`src/rtl/spawn_scheduler.sv`:
```
// -----------------------------------------------------------------------------
// spawn_scheduler
//
// Schedules one barrier plus an optional coin onto three lanes. It also counts
// down the remaining run distance and flags the end of a run.
//
// Flow: IDLE -> GAP (wait SPAWN_GAP frame ticks) -> SPAWN (pick lanes, one
// cycle) -> ACTIVE (wait until both objects are done) -> GAP ... and DONE once
// the distance runs out or lives are exhausted. Dropping i_run returns to IDLE
// from any state.
//
// Lane encoding: 00 none, 01 left, 10 mid, 11 right.
//
// Optional feature macro: SPAWN_FIXED_PATTERN_EN
//   When it is defined, the barrier lane comes from a rotating 01/10/11 counter
//   and the coin takes the following lane. The LFSR keeps running but does not
//   drive the lanes.
//
// Ports:
//   i_clk                  system clock
//   i_rst_n                synchronous active-low reset
//   i_frame_tick           one-cycle pulse per frame refresh
//   i_run                  game is in PLAY
//   i_zero_lives           lives exhausted
//   i_coin_done            coin left the screen or was collected
//   i_barrier_done         barrier left the screen
//   o_active_coin[1:0]     registered coin lane
//   o_active_barrier[1:0]  registered barrier lane
//   o_remaining_distance   registered metres left
//   o_finish               registered run-complete flag
// -----------------------------------------------------------------------------
module spawn_scheduler #(
    parameter logic [11:0] DIST_INIT        = 12'd999,
    parameter int          FRAMES_PER_METER = 8,
    parameter int          SPAWN_GAP        = 30,
    parameter logic [15:0] LFSR_SEED        = 16'hACE1
) (
    input  logic        i_clk,
    input  logic        i_rst_n,
    input  logic        i_frame_tick,
    input  logic        i_run,
    input  logic        i_zero_lives,
    input  logic        i_coin_done,
    input  logic        i_barrier_done,
    output logic [1:0]  o_active_coin,
    output logic [1:0]  o_active_barrier,
    output logic [11:0] o_remaining_distance,
    output logic        o_finish
);

    localparam int FW = (FRAMES_PER_METER > 1) ? $clog2(FRAMES_PER_METER) : 1;
    localparam int GW = (SPAWN_GAP > 0) ? $clog2(SPAWN_GAP + 1) : 1;

    localparam logic [FW-1:0] FRAME_LAST = FW'(FRAMES_PER_METER - 1);
    localparam logic [GW-1:0] GAP_LOAD   = GW'(SPAWN_GAP);
    localparam logic [15:0]   LFSR_MASK  = 16'hB400;
    // An all-zero LFSR would lock up, so a zero seed falls back to 1.
    localparam logic [15:0]   SEED       = (LFSR_SEED == 16'h0000) ? 16'h0001 : LFSR_SEED;

    localparam logic [1:0] LANE_NONE  = 2'b00;
    localparam logic [1:0] LANE_LEFT  = 2'b01;
    localparam logic [1:0] LANE_MID   = 2'b10;
    localparam logic [1:0] LANE_RIGHT = 2'b11;

    typedef enum logic [2:0] {
        IDLE,
        GAP,
        SPAWN,
        ACTIVE,
        DONE
    } state_t;

    state_t        state, next_state;
    logic [GW-1:0] gap_cnt, next_gap;
    logic [FW-1:0] frame_cnt, next_frame;
    logic [11:0]   distance, next_dist;
    logic [1:0]    coin_q, next_coin;
    logic [1:0]    barrier_q, next_barrier;
    logic          finish_q, next_finish;
    logic [15:0]   lfsr, lfsr_next;
    logic [1:0]    spawn_barrier, spawn_coin;
    logic          running;
    logic          meter_wrap;
    logic          finish_cond;

    // Galois right-shift form: feedback is folded in wherever the mask has a 1.
    assign lfsr_next = {1'b0, lfsr[15:1]} ^ (lfsr[0] ? LFSR_MASK : 16'h0000);

    assign running     = (state == GAP) || (state == SPAWN) || (state == ACTIVE);
    assign meter_wrap  = i_frame_tick && (frame_cnt == FRAME_LAST);
    // Running out of distance and losing the last life can both happen in one
    // cycle. They feed a single condition, so DONE is entered once.
    assign finish_cond = running && ((meter_wrap && (distance == 12'd1)) || i_zero_lives);

`ifdef SPAWN_FIXED_PATTERN_EN
    logic [1:0] rot_q;
    logic       spawn_taken;

    function automatic logic [1:0] lane_succ(input logic [1:0] lane);
        return (lane == LANE_RIGHT) ? LANE_LEFT : lane + 2'd1;
    endfunction

    assign spawn_barrier = rot_q;
    assign spawn_coin    = lane_succ(rot_q);
    assign spawn_taken   = i_run && !finish_cond && (state == SPAWN);

    always_ff @(posedge i_clk) begin
        if (!i_rst_n) begin
            rot_q <= LANE_LEFT;
        end else if (spawn_taken) begin
            rot_q <= lane_succ(rot_q);
        end
    end
`else
    // Barrier must always occupy a lane. The coin is dropped rather than
    // stacked on top of the barrier.
    always_comb begin
        spawn_barrier = (lfsr[1:0] == LANE_NONE) ? LANE_MID : lfsr[1:0];
        spawn_coin    = (lfsr[3:2] == spawn_barrier) ? LANE_NONE : lfsr[3:2];
    end
`endif

    always_comb begin
        // NOTE: every signal driven here gets a default first, so no path can
        // leave one unassigned and infer a latch.
        next_state   = state;
        next_gap     = gap_cnt;
        next_frame   = frame_cnt;
        next_dist    = distance;
        next_coin    = coin_q;
        next_barrier = barrier_q;
        next_finish  = 1'b0;

        if (!i_run) begin
            next_state   = IDLE;
            next_coin    = LANE_NONE;
            next_barrier = LANE_NONE;
        end else begin
            if (running && i_frame_tick) begin
                if (meter_wrap) begin
                    next_frame = '0;
                    if (distance != 12'd0) begin
                        next_dist = distance - 12'd1;
                    end
                end else begin
                    next_frame = frame_cnt + FW'(1);
                end
            end

            if (finish_cond) begin
                next_state   = DONE;
                next_coin    = LANE_NONE;
                next_barrier = LANE_NONE;
                next_finish  = 1'b1;
            end else begin
                unique case (state)
                    IDLE: begin
                        next_state   = GAP;
                        next_dist    = DIST_INIT;
                        next_gap     = GAP_LOAD;
                        next_frame   = '0;
                        next_coin    = LANE_NONE;
                        next_barrier = LANE_NONE;
                    end
                    GAP: begin
                        if (i_frame_tick) begin
                            if (gap_cnt != '0) begin
                                next_gap = gap_cnt - GW'(1);
                            end
                            if (gap_cnt <= GW'(1)) begin
                                next_state = SPAWN;
                            end
                        end
                    end
                    SPAWN: begin
                        next_barrier = spawn_barrier;
                        next_coin    = spawn_coin;
                        next_state   = ACTIVE;
                    end
                    ACTIVE: begin
                        if (i_coin_done) begin
                            next_coin = LANE_NONE;
                        end
                        if (i_barrier_done) begin
                            next_barrier = LANE_NONE;
                        end
                        // Leave as soon as the last object clears. This avoids
                        // an idle cycle in ACTIVE with both lanes empty.
                        if ((next_coin == LANE_NONE) && (next_barrier == LANE_NONE)) begin
                            next_state = GAP;
                            next_gap   = GAP_LOAD;
                        end
                    end
                    DONE: begin
                        next_finish  = 1'b1;
                        next_coin    = LANE_NONE;
                        next_barrier = LANE_NONE;
                    end
                    default: begin
                        next_state = IDLE;
                    end
                endcase
            end
        end
    end

    always_ff @(posedge i_clk) begin
        if (!i_rst_n) begin
            // NOTE: state registers use non-blocking assignments so every
            // register samples the values from before this edge.
            state     <= IDLE;
            gap_cnt   <= '0;
            frame_cnt <= '0;
            distance  <= DIST_INIT;
            coin_q    <= LANE_NONE;
            barrier_q <= LANE_NONE;
            finish_q  <= 1'b0;
            lfsr      <= SEED;
        end else begin
            state     <= next_state;
            gap_cnt   <= next_gap;
            frame_cnt <= next_frame;
            distance  <= next_dist;
            coin_q    <= next_coin;
            barrier_q <= next_barrier;
            finish_q  <= next_finish;
            lfsr      <= lfsr_next;
        end
    end

    assign o_active_coin        = coin_q;
    assign o_active_barrier     = barrier_q;
    assign o_remaining_distance = distance;
    assign o_finish             = finish_q;

endmodule

```
`config.mk`:
```
export PLATFORM = sky130hd
export DESIGN_NAME = spawn_scheduler
export DESIGN_NICKNAME = d
export VERILOG_FILES = /design/src/rtl/spawn_scheduler.sv
export SDC_FILE = /design/constraint.sdc
export NUM_CORES = 1
export LEC_CHECK = 0
export BUFFER_PORTS_ARGS = -buffer_cell sky130_fd_sc_hd__buf_2
export CAP_MARGIN = 5
export CORE_AREA = 10 10 79 81
export CTS_CLUSTER_DIAMETER = 200
export DETAILED_ROUTE_END_ITERATION = 10
export DIE_AREA = 0 0 89 91
export SLEW_MARGIN = 20
export SYNTH_ARGS = -nofsm -noshare
export SYNTH_HDL_FRONTEND = slang
export SYNTH_SLANG_ARGS = --single-unit
export TNS_END_PERCENT = 20
```
`constraint.sdc`:
```
create_clock -name i_clk -period 3.1 [get_ports i_clk]
set_clock_uncertainty 0.15 [all_clocks]
set_input_delay 0.155 -clock i_clk [delete_from_list [all_inputs] [get_ports i_clk]]
set_output_delay 0.155 -clock i_clk [all_outputs]
set_load 0.05 [all_outputs]
```
### Yosys cells after proc, flatten, opt, wreduce, memory -nomap -nowiden

Cells that the tools add are included.

| cells by class | value |
|---|---|
| add/sub/neg operators | 3 |
| order comparisons | 1 |
| equal/unequal tests | 15 |
| multiplexer cells | 33 |
| bitwise operators | 5 |
| reductions and logical operators | 22 |

Operators by type and width:

| cell | number |
|---|---|
| $mux W12 | 5 |
| $mux W3 | 8 |
| $mux W2 | 10 |
| $mux W16 | 1 |
| $xor A15 B16 Y16 | 1 |
| $mux W5 | 3 |
| $pmux W3 S5 | 1 |
| $pmux W5 S3 | 1 |
| $eq A12 B1 Y1 const B | 1 |
| $pmux W2 S3 | 2 |
| $reduce_bool A12 Y1 | 1 |
| $sub A12 B1 Y12 const B | 1 |
| $reduce_and A4 Y1 | 2 |
| $eq A3 B2 Y1 const B | 2 |
| $eq A3 B3 Y1 const B | 2 |
| $logic_not A2 Y1 | 3 |
| $ne A2 B1 Y1 const B | 3 |
| $ne A3 B2 Y1 const B | 2 |
| $reduce_and A6 Y1 | 1 |
| $reduce_bool A3 Y1 | 2 |
| $le A5 B1 Y1 const B | 1 |
| $logic_and A1 B1 Y1 | 5 |
| $reduce_bool A5 Y1 | 1 |
| $sub A5 B1 Y5 const B | 1 |
| other kinds (12) | 19 |

| word-level totals | value |
|---|---|
| bits in registers | 44 |
| bits of input ports | 7 |
| output and inout port bits | 17 |

### Logic depth before layout (Yosys ltp)

Gate-level depths: netlist of run 1.

| logic depth | value |
|---|---|
| depth in word-level cells | 12 |
| gate-level depth with buffers | 7 |
| gate-level depth less buffers | 7 |

### Worst setup path after synthesis of run 1

Ideal clock, no wire load.

| timing | value |
|---|---|
| kind | register to register |
| start | reg distance[2] (netlist: o_remaining_distance[2]) |
| end | reg gap_cnt[1] |
| library setup time | 119 ps |
| arrival | 2338 ps |
| required time | 2831 ps |
| slack | 494 ps |
| cell stages (with the launch flop) | 7 |
| buffers on the path | 1 |
| cell sequence | dfxtp_1 or4_1 buf_2 or4_4 o21ba_4 o2111a_4 o221a_1 |

| on the way | value |
|---|---|
| word-level cells in the longest chain between the ends | 6 |

RTL lines:

| what | line | source |
|---|---|---|
| start: declaration | 76 | `logic [11:0] distance, next_dist;` |
| start signal: assignment | 223 | `distance <= next_dist;` |
| $eq A12 B1 Y1 | 93 | `assign finish_cond = running && ((meter_wrap && (distance == 12'd1)) \|\| i_zero_lives);` |
| $logic_and A1 B1 Y1 | 93 |  |
| $logic_or A1 B1 Y1 | 93 |  |
| $logic_and A1 B1 Y1 | 93 |  |
| $not A1 Y1 (no source line) | n/a |  |
| $reduce_and A6 Y1 (no source line) | n/a |  |
| end signal: assignment | 221 | `gap_cnt <= next_gap;` |
| end: declaration | 74 | `logic [GW-1:0] gap_cnt, next_gap;` |

No other way between the ends.
A chain may end at the register's enable or synchronous reset.

### Final worst setup path of run 1

Ends and elaborated chain as after synthesis.

==> results of run 1 <==
## layer usage
layer  wire [microns]  share of wire  global-route usage
met5                0              0                   0
met4               40         0.0095              0.0279
met3              179          0.043              0.0340
met2             1930           0.46               0.165
met1             2050           0.49               0.143
## flip-flops by register name, summed over array words and instances, names as in the netlist
name                  count
gap_cnt                   5
state                     3
o_active_coin             2
frame_cnt                 3
lfsr                     16
o_finish                  1
o_active_barrier          2
o_remaining_distance     12
## worst max path at each step
stage / slack, ns / to / cells past startpoint / startpoint
finish: 0.59 / gap_cnt[1]$_SDFFE_PN0P_ / 5 / o_remaining_distance[2]$_SDFFE_PN1P_
global route: 0.50 / gap_cnt[1]$_SDFFE_PN0P_ / 5 / o_remaining_distance[2]$_SDFFE_PN1P_
CTS: 0.59 / gap_cnt[1]$_SDFFE_PN0P_ / 5 / o_remaining_distance[2]$_SDFFE_PN1P_
detailed placement: 0.59 / gap_cnt[1]$_SDFFE_PN0P_ / 5 / o_remaining_distance[2]$_SDFFE_PN1P_
global placement: 0.61 / gap_cnt[1]$_SDFFE_PN0P_ / 5 / o_remaining_distance[2]$_SDFFE_PN1P_
floorplan: 0.49 / gap_cnt[1]$_SDFFE_PN0P_ / 6 / o_remaining_distance[2]$_SDFFE_PN1P_
## cells in the final DEF (no fill, tap or decap), drive strengths merged, types with 4 or more instances in the layout
master / count
or4: 4
dfxtp: 44
nor4: 5
nor3: 8
o21ai: 10
clkbuf: 6
xnor2: 8
or3: 5
nor2b: 4
and2: 9
nand2: 17
nor2: 19
a21oi: 7
buf: 24
ha: 8
inv: 7
nand2b: 8
a22oi: 5
nand3: 8
## final cells by class
type / count / area, sq um / share of cell area
sequential: 44 / 881 / 0.378
inverter: 7 / 26.3 / 0.0113
timing repair buffer: 25 / 133 / 0.0569
clock buffer: 6 / 72.6 / 0.0311
tap: 54 / 67.6 / 0.0290
clock inverter: 2 / 35.0 / 0.0150
multi-input combinational: 165 / 1120 / 0.479
## worst min-delay path: cells and delay by family
family                 cells  cell delay (ns)
AO/OA/AOI/OAI              1             0.07
buffers and inverters      1             0.15
AND/OR/NAND/NOR            1             0.08
## kinds of logic (layout without fill, tap and decap cells)
group / count (synthesis) / after routing
simple gates: 100 / 100
compound gates: 47 / 47
flops: 44 / 44
buf+inv: 16 / 40
xor+xnor: 9 / 9
fa+ha+maj: 8 / 8
mux: 1 / 1
## power by group through the flow
| stage | sequential [uW] | combinational, uW | clock [uW] |
|---|---|---|---|
| CTS | 605 | 94.0 | 444 |
| floorplan | 612 | 73.7 | 0 |
| finish | 604 | 92.8 | 432 |
| detailed placement | 618 | 92.2 | 0 |
| global placement | 618 | 93.1 | 0 |
| global route | 608 | 107 | 470 |
## metrics by stage
| stage | setup slack, ns | hold WS, ns |
|---|---|---|
| 2_1_floorplan | 0.494 | 0.145 |
| 5_1_grt | 0.501 | 0.0875 |
| 4_1_cts | 0.586 | 0.0574 |
| 6_report | 0.591 | 0.0634 |
| 3_5_place_dp | 0.591 | 0.242 |
| 3_3_place_gp | 0.613 | 0.240 |
==> impl_metrics.py, run 1 <==
metrics = {
    "placed_design": {
        "place_congestion": 0.845,
        "hpwl_mm": 3.04,
        "placed_cell_area_sq_mm": 0.00221,
        "place_inst": 294,
        "io_buffer_count": 23,
    },
    "worst_hold_path": {
        "hold_depth": 3,
        "holdPathEnd": "frame_cnt[1]$_SDFFE_PN0P_",
        "min_path_type": "input pin to register",
        "holdCritStartpoint": "i_frame_tick",
    },
    "synthesis": {
        "synth_fp_nets": 240,
        "syn_area_per_cell_sq_um": 9.15,
        "synth_top_area_share": 0.428,
        "ys_warn_count": 0,
        "synth_common_cells": "44 x dfxtp_1, 19 x nor2_1, 17 x nand2_1, 10 x o21ai_0, 9 x and2_1",
        "synthCells": 225,
        "synth_mux_area_frac": 0.00547,
        "seq_area_frac_synth": 0.428,
        "synth_xor_area_frac": 0.0383,
        "synthArstFlopShare": 0,
        "yosys.area_share.adder": 0.0486,
        "ys_ff_latch": 44,
        "synth_top_family_by_area": "simple AND/OR/NAND/NOR gates",
        "synth.area.top_cells": "dfxtp_1 43%, ha_1 4.9%, nor2_1 3.5%, xnor2_1 3.4%, nand2_1 3.1%",
        "synth_edf_count": 0,
        "syn-cell-area_sq_mm": 0.00206,
        "synthSimpleGateAreaFrac": 0.264,
        "synth_compound_area_frac": 0.185,
        "yosys.cell_types.count": 47,
        "synthFlopType": "dfxtp_1",
        "yosysMostFrequentCell": "dfxtp_1",
        "synth_area_leader_cell": "dfxtp_1",
    },
    "setup_path": {
        "cp.required_ns": 3.15,
        "crit_fanout": 7,
        "rr_startpoint": "o_remaining_distance[2]$_SDFFE_PN1P_",
        "endpoint_kind": "register",
        "worst_path_largest_cell_delay_ns": 0.68,
        "critPathKind": "register to register",
        "reg2reg_to": "gap_cnt[1]$_SDFFE_PN0P_",
        "startpoint_type": "register",
        "crit_family": "simple AND/OR/NAND/NOR gates",
        "timing.critical_path.buf_inv": 0,
        "rr_worst_depth": 5,
        "rrSetupSlack_ns": 0.59,
        "crit_chain": "or4_1, or4_4, o21ba_4, o2111a_4, o221a_1",
        "cp_slowest_cell": "or4_1",
        "arrival_ns": 2.56,
    },
    "timing": {
        "tightest_slew_ns": 0.716,
        "maxSlewViolCount": 0,
        "tns_ns": 0,
        "timing.final.crit_share": 0.809,
        "setup_viol": 0,
        "slew_headroom": 0.519,
        "finalHoldViolCount": 0,
        "clock.fmax_mhz": 399,
        "period_minus_slack_ns": 2.51,
        "rsz0062_at_grt": "false",
    },
    "drt": {
        "ant_nets": 0,
        "routed_wl_mm": 4.20,
        "drt-initial-drc-count": 112,
        "dr.pass1.iters": 4,
        "drc": 0,
        "drt-wirelength-per-cell_microns": 13.8,
        "routed_via_density": 5.41,
        "vias": 1638,
    },
    "floorplan": {
        "row_count": 25,
        "die_h_microns": 91,
        "die-width_microns": 89,
        "start_util": 0.442,
        "core_sq_mm": 0.00466,
        "dieArea_sq_mm": 0.00810,
        "pin_count": 24,
    },
    "power_and_ir_drop": {
        "vdd_drop_max_v": 0.000306,
        "clock_power_share": 0.383,
        "swShare": 0.230,
        "p_leak_uw": 0.000877,
        "p_comb_frac": 0.082,
        "switchingPower_uw": 260,
        "power_frac_seq": 0.535,
        "p_per_area_mw_per_mm2": 485,
        "power.internal_uw": 870,
        "p_total_uw": 1130,
    },
    "grt": {
        "grt_pass1_wl_mm": 7.22,
        "first_global_vias": 1497,
        "grt_overflow": 0,
        "antenna_found_initial": 0,
        "grtUsageTotal": 0.108,
        "grt_max_degree": 36,
    },
    "final_layout": {
        "fin_util": 0.500,
        "fin_area_sq_mm": 0.00233,
        "num_antenna_cells": 0,
        "instances_no_fill": 303,
        "syn_to_final_growth_pct": 13.3,
        "drive_gt1_frac": 0.161,
        "nNetsFinal": 263,
        "nFillCells": 451,
    },
    "cts": {
        "cts_tree": "done",
        "clk_latency_ns": 0.30,
        "cts_resized": 0,
        "path_clk_slew_ns": 0.09,
        "hold_buffers": 1,
        "cts_buffers": 5,
        "clkSinkCount": 44,
        "postCtsSetupBuffers": 0,
        "cts-root-buf": "clkbuf_8",
        "clockBufferDepth": 2,
        "htree_levels": 2,
    },
    "job": {
        "drv_cap": 0,
    },
    "outcome": {
        "status": "complete, no violations",
    },
}
No activity file was read; power rests on OpenSTA's default activity.
==> inputs of run 2 (changes only) <==
Settings changed: PLACE_DENSITY from default to 0.65.
Clock period 3.1 ns to 2.2 ns, I/O delays scaled along.
==> impl_metrics.py, run 2 (synthesis results as in run 1) <==
metrics = {
    "outcome": {
        "status": "finished, violations left",
        "failed_checks": "negative setup slack",
    },
    "timing": {
        "setup_viol": 4,
        "holdWs_ns": 0.0120,
        "tightest_slew_ns": 0.365,
        "finalHoldViolCount": 0,
        "period_minus_slack_ns": 2.26,
        "setup_slack_ns": -0.0644,
        "timing.final.crit_share": 1.03,
        "slew_headroom": 0.750,
        "clock.fmax_mhz": 442,
        "rsz0062_at_grt": "true",
        "maxSlewViolCount": 0,
    },
    "final_layout": {
        "nFillCells": 452,
        "largest_reg_flops": 16,
        "final_common_cell": "dfxtp_1",
        "final_cell_mix": "40 x dfxtp_1, 23 x buf_2, 22 x buf_4",
        "instances_no_fill": 324,
        "fin_area_sq_mm": 0.00253,
        "num_antenna_cells": 0,
        "largest_register": "lfsr",
        "syn_to_final_growth_pct": 23.2,
        "nNetsFinal": 284,
        "drive_gt1_frac": 0.259,
    },
    "setup_path": {
        "cp-startpoint": "o_remaining_distance[3]$_SDFFE_PN0P_",
        "crit_fanout": 6,
        "worst_path_largest_cell_delay_ns": 0.55,
        "timing.critical_path.buf_inv": 0,
        "endpoint_kind": "register",
        "cp.required_ns": 2.25,
        "critPathKind": "register to register",
        "crit_chain": "or4_4, or4_4, o21ba_4, o2111a_4, o221a_1",
        "crit_family": "simple AND/OR/NAND/NOR gates",
        "crit_top_cell": "or4_4",
        "rrSetupSlack_ns": -0.06,
        "rr_startpoint": "o_remaining_distance[3]$_SDFFE_PN0P_",
        "cp_slowest_cell": "or4_4",
        "path_depth": 5,
        "arrival_ns": 2.31,
        "rr_worst_depth": 5,
        "startpoint_type": "register",
    },
    "floorplan": {
        "row_count": 25,
        "core_sq_mm": 0.00466,
        "die-width_microns": 89,
        "start_util": 0.442,
        "pin_count": 24,
        "dieArea_sq_mm": 0.00810,
        "die_h_microns": 91,
    },
    "drt": {
        "drt-wirelength-per-cell_microns": 13.5,
        "wl_met1_mm": 2.05,
        "route.met3.wl_microns": 231,
        "dr.pass1.iters": 4,
        "wl_met2_mm": 2.02,
        "routed_via_density": 5.34,
        "top_layer": "met4",
        "ant_nets": 0,
        "routed_wl_mm": 4.37,
        "drt-initial-drc-count": 93,
        "drc": 0,
        "vias": 1731,
    },
    "grt": {
        "first_global_vias": 1580,
        "grt_overflow": 0,
        "grt_pass1_wl_mm": 7.44,
        "grt_max_degree": 25,
        "antenna_found_initial": 0,
        "grtUsageTotal": 0.112,
    },
    "cts": {
        "clkSinkCount": 44,
        "path_clk_slew_ns": 0.09,
        "htree_levels": 2,
        "cts_tree": "done",
        "clk_latency_ns": 0.30,
        "clockBufferDepth": 2,
        "cts_buffers": 5,
        "cts-root-buf": "clkbuf_8",
    },
    "worst_hold_path": {
        "min_path_type": "input pin to register",
        "hold_depth": 2,
        "holdCritStartpoint": "i_rst_n",
    },
    "power_and_ir_drop": {
        "p_per_area_mw_per_mm2": 644,
        "vdd_drop_max_v": 0.000492,
        "p_leak_uw": 0.000984,
    },
    "placed_design": {
        "placed_cell_area_sq_mm": 0.00238,
        "place_inst": 314,
        "hpwl_mm": 3.27,
        "io_buffer_count": 23,
        "place_congestion": 0.843,
    },
    "job": {
        "drv_cap": 0,
    },
}
-- run 2: cell types whose count changed in the layout (fill, tap and decap cells not counted), sizes merged --
cell    before  now
clkbuf       6    5
clkinv       1    2
buf         24   45
-- run 2: per-stage QoR --
stage	setup slack, ns	setup TNS [ns]	util	power (uW)
5_1_grt	-0.104	-0.473	0.544	1720
6_report	-0.0644	-0.167	0.544	1630
3_3_place_gp	-0.0460	-0.153	0.510	1010
4_1_cts	-0.0758	-0.211	0.538	1650
2_1_floorplan	-0.220	-1.10	-	964
3_5_place_dp	-0.0673	-0.283	0.510	1020
-- run 2: layer usage --
layer	vias to the layer above	GRT usage
li1	894	-
met1	798	0.147
met2	33	0.166
met3	6	0.0331
met4	0	0.0477
met5	-	0
-- run 2: area by class of cell --
type | count | area [sq um] | share of cell area
Sequential cell | 44 | 891 | 0.351
Clock buffer | 5 | 68.8 | 0.0271
Multi-Input combinational cell | 165 | 1140 | 0.451
Inverter | 7 | 26.3 | 0.0104
Tap cell | 54 | 67.6 | 0.0267
Timing Repair Buffer | 46 | 290 | 0.115
Clock inverter | 3 | 47.5 | 0.0188
-- run 2: path summary, 6_finish.rpt --
kind                                           endpoint
worst max register to register  gap_cnt[1]$_SDFFE_PN0P_
worst min-delay path                lfsr[10]$_SDFF_PN1_
worst min register to register       lfsr[7]$_SDFF_PN1_
worst max-delay path            gap_cnt[1]$_SDFFE_PN0P_
-- run 2: power breakdown --
part | switching (uW) | total (uW) | internal, uW | leakage, uW
Clock | 290 | 632 | 342 | 0.0000583
Combinational | 80.8 | 156 | 75.1 | 0.000564
Sequential | 19.5 | 844 | 825 | 0.000361
-- run 2: repair_timing --
item,4_1_cts,5_1_grt
hold buffers,1,0
resized for setup,1,3
cloned,0,0
pin swaps,0,2
buffers inserted,0,1
endpoints found under the setup margin,8,17
hold endpoints to repair,6,0
==> inputs of run 3 (changes only) <==
Settings changed: CELL_PAD_IN_SITES_DETAIL_PLACEMENT from default to 2, CELL_PAD_IN_SITES_GLOBAL_PLACEMENT from default to 2, CORE_AREA 10 10 79 81 to 10 10 92 94, DIE_AREA 0 0 89 91 to 0 0 102 104, PLACE_DENSITY 0.65 to default, PLACE_DENSITY_LB_ADDON from default to 0.1.
==> impl_metrics.py, run 3 (synthesis results as in run 1) <==
metrics = {
    "final_layout": {
        "nFillCells": 761,
        "multiInputGateArea_sq_mm": 0.00116,
        "largest_reg_flops": 16,
        "final_cell_mix": "40 x dfxtp_1, 24 x buf_4, 23 x buf_2",
        "fin_util": 0.386,
        "final_common_cell": "dfxtp_1",
        "largest_register": "lfsr",
        "num_antenna_cells": 0,
        "regArea_sq_um": 891,
        "drive_gt1_frac": 0.279,
        "syn_to_final_growth_pct": 25.4,
        "nNetsFinal": 286,
    },
    "setup_path": {
        "crit_top_cell": "or4_4",
        "reg2reg_to": "gap_cnt[1]$_SDFFE_PN0P_",
        "arrival_ns": 2.32,
        "setup.worst_path.end": "gap_cnt[1]$_SDFFE_PN0P_",
        "cp-startpoint": "o_remaining_distance[3]$_SDFFE_PN0P_",
        "crit_chain": "or4_4, or4_4, o21ba_4, o2111a_4, o221a_1",
        "critPathKind": "register to register",
        "crit_fanout": 6,
        "worst_path_largest_cell_delay_ns": 0.54,
        "startpoint_type": "register",
        "cp.required_ns": 2.25,
        "crit_family": "simple AND/OR/NAND/NOR gates",
        "cp_slowest_cell": "or4_4",
        "timing.critical_path.buf_inv": 0,
        "rr_worst_depth": 5,
        "endpoint_kind": "register",
        "rr_startpoint": "o_remaining_distance[3]$_SDFFE_PN0P_",
        "path_depth": 5,
        "rrSetupSlack_ns": -0.07,
    },
    "outcome": {
        "failed_checks": "negative setup slack",
        "status": "finished, violations left",
    },
    "cts": {
        "cts-root-buf": "clkbuf_8",
        "htree_levels": 2,
        "clkSinkCount": 44,
        "path_clk_slew_ns": 0.09,
        "clk_latency_ns": 0.31,
        "cts_buffers": 5,
        "postCtsSetupBuffers": 0,
        "cts_tree": "done",
        "clockBufferDepth": 2,
    },
    "worst_hold_path": {
        "min_path_type": "input pin to register",
    },
    "drt": {
        "drt-wirelength-per-cell_microns": 16.2,
        "vias": 1822,
        "ant_nets": 0,
        "routed_wl_mm": 5.72,
        "drt-initial-drc-count": 42,
        "drc": 0,
        "dr.pass1.iters": 3,
        "routed_via_density": 5.18,
    },
    "grt": {
        "grtUsageTotal": 0.113,
        "first_global_vias": 1987,
        "antenna_found_initial": 0,
        "grt_max_degree": 24,
        "grt_pass1_wl_mm": 9.84,
        "grt_overflow": 0,
    },
    "floorplan": {
        "pin_count": 24,
        "dieArea_sq_mm": 0.0106,
        "core_sq_mm": 0.00668,
        "die_h_microns": 104,
        "start_util": 0.308,
        "row_count": 30,
        "die-width_microns": 102,
    },
    "timing": {
        "setup_slack_ns": -0.0720,
        "maxSlewViolCount": 0,
        "tns_ns": -0.143,
        "clock.fmax_mhz": 440,
        "setup_viol": 4,
        "finalHoldViolCount": 0,
        "slew_headroom": 0.687,
        "period_minus_slack_ns": 2.27,
        "rsz0062_at_grt": "true",
        "tightest_slew_ns": 0.469,
        "timing.final.crit_share": 1.03,
    },
    "power_and_ir_drop": {
        "p_leak_uw": 0.000988,
        "p_per_area_mw_per_mm2": 609,
        "vdd_drop_max_v": 0.000308,
    },
    "placed_design": {
        "place_congestion": 0.748,
        "io_buffer_count": 23,
        "hpwl_mm": 4.40,
    },
    "job": {
        "drv_cap": 0,
    },
}
==> run 3: cell types whose count changed in the layout (fill, tap and decap cells not counted), sizes merged <==
cell and delta:
inv +1, buf +2, clkbuf +1, clkinv -2, clkinvlp +1, bufinv -1
==> run 3: worst min-delay path, delay by kind of cell <==
family	cells	cell delay, ns
AO/OA/AOI/OAI	1	0.07
buffers and inverters	1	0.16
AND/OR/NAND/NOR	1	0.09
==> run 3: through the flow <==
stage / power (uW) / area [sq um] / instances / hold WS (ns) / setup WS [ns]
finish: 1570 / 2580 / 352 / 0.0204 / -0.0720
detailed placement: 1030 / 2430 / 343 / 0.250 / -0.0700
global placement: 1030 / 2430 / 343 / 0.251 / -0.0289
floorplan: 964 / 2080 / 225 / 0.100 / -0.220
CTS: 1590 / 2550 / 352 / 0.0108 / -0.0778
global route: 1650 / 2580 / 352 / 0.0454 / -0.115
==> run 3: worst min-delay path by stage <==
stage	startpoint	end	slack, ns	depth (start not counted)
global placement	i_run	state[2]$_SDFFE_PN0P_	0.25	3
finish	i_frame_tick	frame_cnt[1]$_SDFFE_PN0P_	0.02	3
floorplan	i_run	o_finish$_SDFF_PN0_	0.10	2
CTS	i_frame_tick	frame_cnt[1]$_SDFFE_PN0P_	0.01	3
detailed placement	lfsr[6]$_SDFF_PN1_	lfsr[5]$_SDFF_PN1_	0.25	1
global route	i_frame_tick	frame_cnt[1]$_SDFFE_PN0P_	0.05	3
==> run 3: layer usage <==
metal,vias to the layer above,routed length [microns],global-route usage
met5,-,0,0
met4,0,109,0.0413
met3,11,226,0.0292
met2,20,2690,0.179
met1,889,2690,0.143
li1,902,-,-
==> run 3: cell type report <==
cell class / instances / area share
Tap cell: 80 / 0.0388
Timing Repair Buffer: 48 / 0.118
Clock buffer: 6 / 0.0320
Sequential cell: 44 / 0.345
Multi-Input combinational cell: 165 / 0.450
Clock inverter: 2 / 0.00533
Inverter: 7 / 0.0102
==> run 3: power by group <==
group,internal [uW],switching (uW)
sequential,825,20.7
combinational,80.8,91.9
clock,255,298
total,1160,411
==> run 3: timing repair <==
| action | in CTS | in global routing |
|---|---|---|
| hold endpoints to repair | 6 | 0 |
| resized for setup | 2 | 6 |
| pin swaps | 0 | 2 |
| setup endpoints to repair | 9 | 20 |
| hold buffers | 1 | 0 |
